[config.mk]
export PLATFORM = sky130hd
export DESIGN_NAME = key_register_flat
export DESIGN_NICKNAME = d
export VERILOG_FILES = /design/src/rtl/key_register_if.sv /design/src/rtl/key_register.sv /design/src/flat_wrapper.sv
export SDC_FILE = /design/constraint.sdc
export NUM_CORES = 2
export LEC_CHECK = 0
export BUFFER_PORTS_ARGS = -buffer_cell sky130_fd_sc_hd__buf_2
export CORE_MARGIN = 10
export CORE_UTILIZATION = 46
export CTS_BUF_LIST = sky130_fd_sc_hd__clkbuf_8 sky130_fd_sc_hd__clkbuf_16
export CTS_CLUSTER_SIZE = 16
export DETAILED_ROUTE_END_ITERATION = 7
export PLACE_DENSITY = 0.67
export RECOVER_POWER = 50
export SLEW_MARGIN = 20
export SYNTH_ARGS = -nofsm -noshare
export SYNTH_HDL_FRONTEND = slang
export SYNTH_SLANG_ARGS = --single-unit
[constraint.sdc]
create_clock -name clk -period 3.96 [get_ports clk]
set_input_delay 0.198 -clock clk [delete_from_list [all_inputs] [get_ports clk]]
set_output_delay 0.198 -clock clk [all_outputs]
set_load 0.02 [all_outputs]
[src/rtl/key_register_if.sv]
// Write/read port bundle for the AES-128 round-key store.
// Driven by the key-expansion and round-processing logic.
interface key_register_if;
   logic [3:0]   iter_in;
   logic [3:0]   iter_out;
   logic         key_reg_load;
   logic [127:0] key_out;
   logic [127:0] process_key;

   modport master (
      output iter_in,
      output iter_out,
      output key_reg_load,
      output key_out,
      input  process_key
   );

   modport slave (
      input  iter_in,
      input  iter_out,
      input  key_reg_load,
      input  key_out,
      output process_key
   );
endinterface

[src/rtl/key_register.sv]
// AES-128 round-key store: 11 x 128-bit slots, written by expansion round and
// read combinationally by processing round; indices 11..15 are inert.
module key_register (
   input logic           clk,
   input logic           n_rst,
   key_register_if.slave bus
);
   localparam int unsigned NumSlots = 11;

   logic [127:0] slot_q [NumSlots];

   always_ff @(posedge clk or negedge n_rst) begin
      if (!n_rst) begin
         for (int i = 0; i < NumSlots; i++) begin
            slot_q[i] <= '0;
         end
      end else begin
         // Per-slot decode keeps out-of-range indices from touching storage.
         for (int i = 0; i < NumSlots; i++) begin
            if (bus.key_reg_load && (bus.iter_in == 4'(i))) begin
               slot_q[i] <= bus.key_out;
            end
         end
      end
   end

   always_comb begin
      bus.process_key = '0;
      for (int i = 0; i < NumSlots; i++) begin
         if (bus.iter_out == 4'(i)) begin
            bus.process_key = slot_q[i];
         end
      end
   end
endmodule

[src/flat_wrapper.sv]
// flat-port wrapper written by rule: the top's interface ports become plain ports
module key_register_flat 
  (clk, n_rst, bus_iter_in, bus_iter_out, bus_key_reg_load, bus_key_out, bus_process_key);
  key_register_if bus_i ();
  input logic clk;
  input logic n_rst;
  input wire logic [$bits(bus_i.iter_in)-1:0] bus_iter_in;
  input wire logic [$bits(bus_i.iter_out)-1:0] bus_iter_out;
  input wire logic [$bits(bus_i.key_reg_load)-1:0] bus_key_reg_load;
  input wire logic [$bits(bus_i.key_out)-1:0] bus_key_out;
  output wire logic [$bits(bus_i.process_key)-1:0] bus_process_key;
  assign bus_i.iter_in = bus_iter_in;
  assign bus_i.iter_out = bus_iter_out;
  assign bus_i.key_reg_load = bus_key_reg_load;
  assign bus_i.key_out = bus_key_out;
  assign bus_process_key = bus_i.process_key;
  key_register u_core (.clk(clk), .n_rst(n_rst), .bus(bus_i));
endmodule
==> flow_summary_export.csv <==
group,metric,value,unit
cells_and_area,drive_gt1_share,40.6,%
worst_setup_path,endpoint_kind,"output port",
place,place_area,68100,um2
worst_setup_path,cp_data_arrival_time,2.91,ns
clock_network,cts_tree,"done",
synth,synth_edf_count,0,
global_routing,grt_max_degree,155,
synth,synth.distinct_cells,62,
clock_network,clk_latency,0.78,ns
cells_and_area,fin_nets,5370,
synth,synth_top_area_cell,"dfrtp_1",
sta,worstMarginPinSlew,2.59,ns
place,place_inst,6823,
cells_and_area,postLayoutCellArea,74100,um2
drt,drt_iter0_markers,3473,
worst_setup_path,path_cells,"buf_8 -> nand2b_1 -> a21oi_4 -> buf_12 -> a221oi_1 -> a21oi_1 -> buf_2",
worst_setup_path,path_buf_inv,3,
floorplanning,core,140000,um2
sta,setup-tns-final,0,ns
cells_and_area,final_cells,7229,
global_routing,grt_pass1_wl,295000,um
clock_network,root_buffer,"clkbuf_16",
worst_setup_path,crit_path_max_incr_delay,0.62,ns
drt,viasPerCell,6.15,
worst_setup_path,reg2reg_from,"u_core.slot_q[500]$_DFFE_PN0P_",
sta,drv_slew,913,
floorplanning,num_rows,137,
synth,async_flop_share,100,%
drt,first_pass_iters,7,
global_routing,grt_pass1_vias,45800,
drt,vias,44400,
power_and_ir_drop,p_leak,32.3,nW
worst_setup_path,critPathLaunchType,"input pin",
clock_network,cts_buffers,152,
sta,min_period,3.11,ns
synth,ys_dominant_reg_cell,"dfrtp_1",
synth,ys_ff_latch,1408,
clock_network,cts.path.max_buffers,3,
worst_setup_path,critical_path_required,3.76,ns
status,failed_checks,"max-capacitance violations, max-slew violations",
power_and_ir_drop,powerDensity,543,nW/um2
worst_setup_path,crit_family,"compound AO/OA/AOI/OAI gates",
sta,hold_slack,0.158,ns
status,status,"finished with violations",
job,cap_violations,17,
sta,fmax,322,MHz
sta,max_slew_margin,-73.1,%
global_routing,antenna_found_initial,22,
clock_network,htreeDepth,4,
floorplanning,start_util,46.3,%
cells_and_area,reg_top3,"u_core.slot_q (1408)",
global_routing,gr-total-overflow,0,
cells_and_area,final_common_cell,"mux2_2",
sta,period_share,78.4,%
clock_network,cts_num_sinks,1408,
place,place_congestion,0.814,
worst_setup_path,path_class,"input pin to output port",
sta,finalHoldViolations,0,
sta,rsz0062_at_grt,"false",
drt,finalWirelength,197000,um
synth,syn_inst,5058,
power_and_ir_drop,peakVddDrop,0.000467,V
synth,postSynthAreaPerCell,12.8,um2
worst_setup_path,crit_path_start,"bus_iter_out[1]",
synth,yosys-top-cells-area,"dfrtp_1, mux2_2, o22ai_1, mux2i_1, o21ai_0",
place,hpwl,117000,um
floorplanning,die_x,395,um
synth,yosysWarnings,0,
sta,report.final.setup_viol,0,
sta,fin_skew,0,ns
synth,yosysSeqAreaShare,54.4,%
worst_setup_path,cp_slowest_cell,"a21oi_4",
drt,wl_per_cell,27.2,um
worst_setup_path,critPathMaxFanout,60,
floorplanning,die_area,156000,um2
global_routing,track_usage,24.5,%
drt,drc,0,
min_path,hp-class,"input pin to flip-flop",
place,numPortBuffers,266,
drt,final_antenna_net_count,0,
synth,synth_area,64800,um2
cells_and_area,syn_to_final_growth,14.5,%
floorplanning,die-height,395,um
cells_and_area,largest_register_ffs,1408,
clock_network,clk_pin_slew,0.06,ns
min_path,worst_hold_startpoint,"bus_iter_in[0]",
cells_and_area,most-common-layout-cells,"mux2_2, dfrtp_1, o22ai_1, buf_2, o21ai_0",
synth,synth_top_cell_area_share,54.4,%
cells_and_area,top_register,"u_core.slot_q",
synth,syn-num-nets,5197,
floorplanning,top_level_ports,267,
==> through the flow <==
| stage | util [%] | setup slack, ns | power, mW |
|---|---|---|---|
| floorplan | - | 1.92 | 24.2 |
| global placement | 48.8 | 0.876 | 26.1 |
| detailed placement | 48.8 | 0.898 | 26.5 |
| CTS | 53.2 | 0.893 | 40.5 |
| global route | 53.1 | 0.422 | 42.1 |
| finish | 53.1 | 0.854 | 40.3 |
==> cell usage after synthesis, drive strengths merged (5+ instances only) <==
cell     number
a31oi        57
o31a          7
nand3        23
dfrtp      1408
a211oi       65
nor2         82
a22oi        59
o221ai        9
o32ai         6
o21ai       243
nor3         35
nor2b        26
mux2i       156
a211o        59
o21a         25
nand2b       12
a2bb2oi      11
a222oi        5
a221o         5
a2111oi       5
a21o         19
mux2       1470
clkbuf      274
nor3b         6
a31o          6
nand2       181
o22ai       285
a21oi       174
a221oi       45
o311ai        6
buf         257
and3          5
==> kinds of logic (layout without fill, tap and decap cells) <==
family                 after synthesis  after routing  share of synthesized area (%)
AO/OA/AOI/OAI                     1100           1100                           11.0
other                                0              7                              0
buffers and inverters              536            824                           3.79
AND/OR/NAND/NOR                    385            385                           2.68
flip-flops                        1408           1408                           54.4
multiplexers                      1629           1629                           28.1
==> timing repair <==
item                                   in CTS  in global routing
resized for setup                           0                  0
hold buffers                              130                  0
endpoints found under the hold margin    2453                  0
buffers inserted                            0                  0
==> worst paths after layout <==
kind	slack, ns	end	depth (start not counted)
min reg2reg	0.50	u_core.slot_q[261]$_DFFE_PN0P_	1
max in group asynchronous	0.90	u_core.slot_q[960]$_DFFE_PN0P_	3
min in group asynchronous	0.70	u_core.slot_q[728]$_DFFE_PN0P_	3
max reg2reg	3.16	u_core.slot_q[500]$_DFFE_PN0P_	1
max	0.85	bus_process_key[24]	7
min	0.16	u_core.slot_q[505]$_DFFE_PN0P_	4
==> report_power, final <==
part	internal, mW	leakage, nW	switching, mW	total (mW)
sequential	17.7	17.3	1.75	19.5
combinational	3.75	12.5	3.17	6.93
clock	7.91	2.58	5.95	13.9
==> area by class of cell <==
| class | count | area [um2] |
|---|---|---|
| Tap cell | 1876 | 2350 |
| Timing Repair Buffer | 550 | 4390 |
| Antenna cell | 7 | 17.5 |
| Multi-Input combinational cell | 3114 | 27200 |
| Clock inverter | 89 | 669 |
| Clock buffer | 180 | 4210 |
| Inverter | 5 | 23.8 |
| Sequential cell | 1408 | 35200 |
| Fill cell | 11800 | 65600 |
==> metal layers <==
metal  global-route usage [%]  vias to the layer above  part of all wire [%]
met5                        0                        -                 0.051
met4                     8.91                       18                   3.4
met3                     4.18                      381                   6.2
met2                     39.7                     1523                    47
met1                     32.9                    23500                    43
li1                         -                    19000                     -
Note: power is estimated with default switching activity, not from simulation.
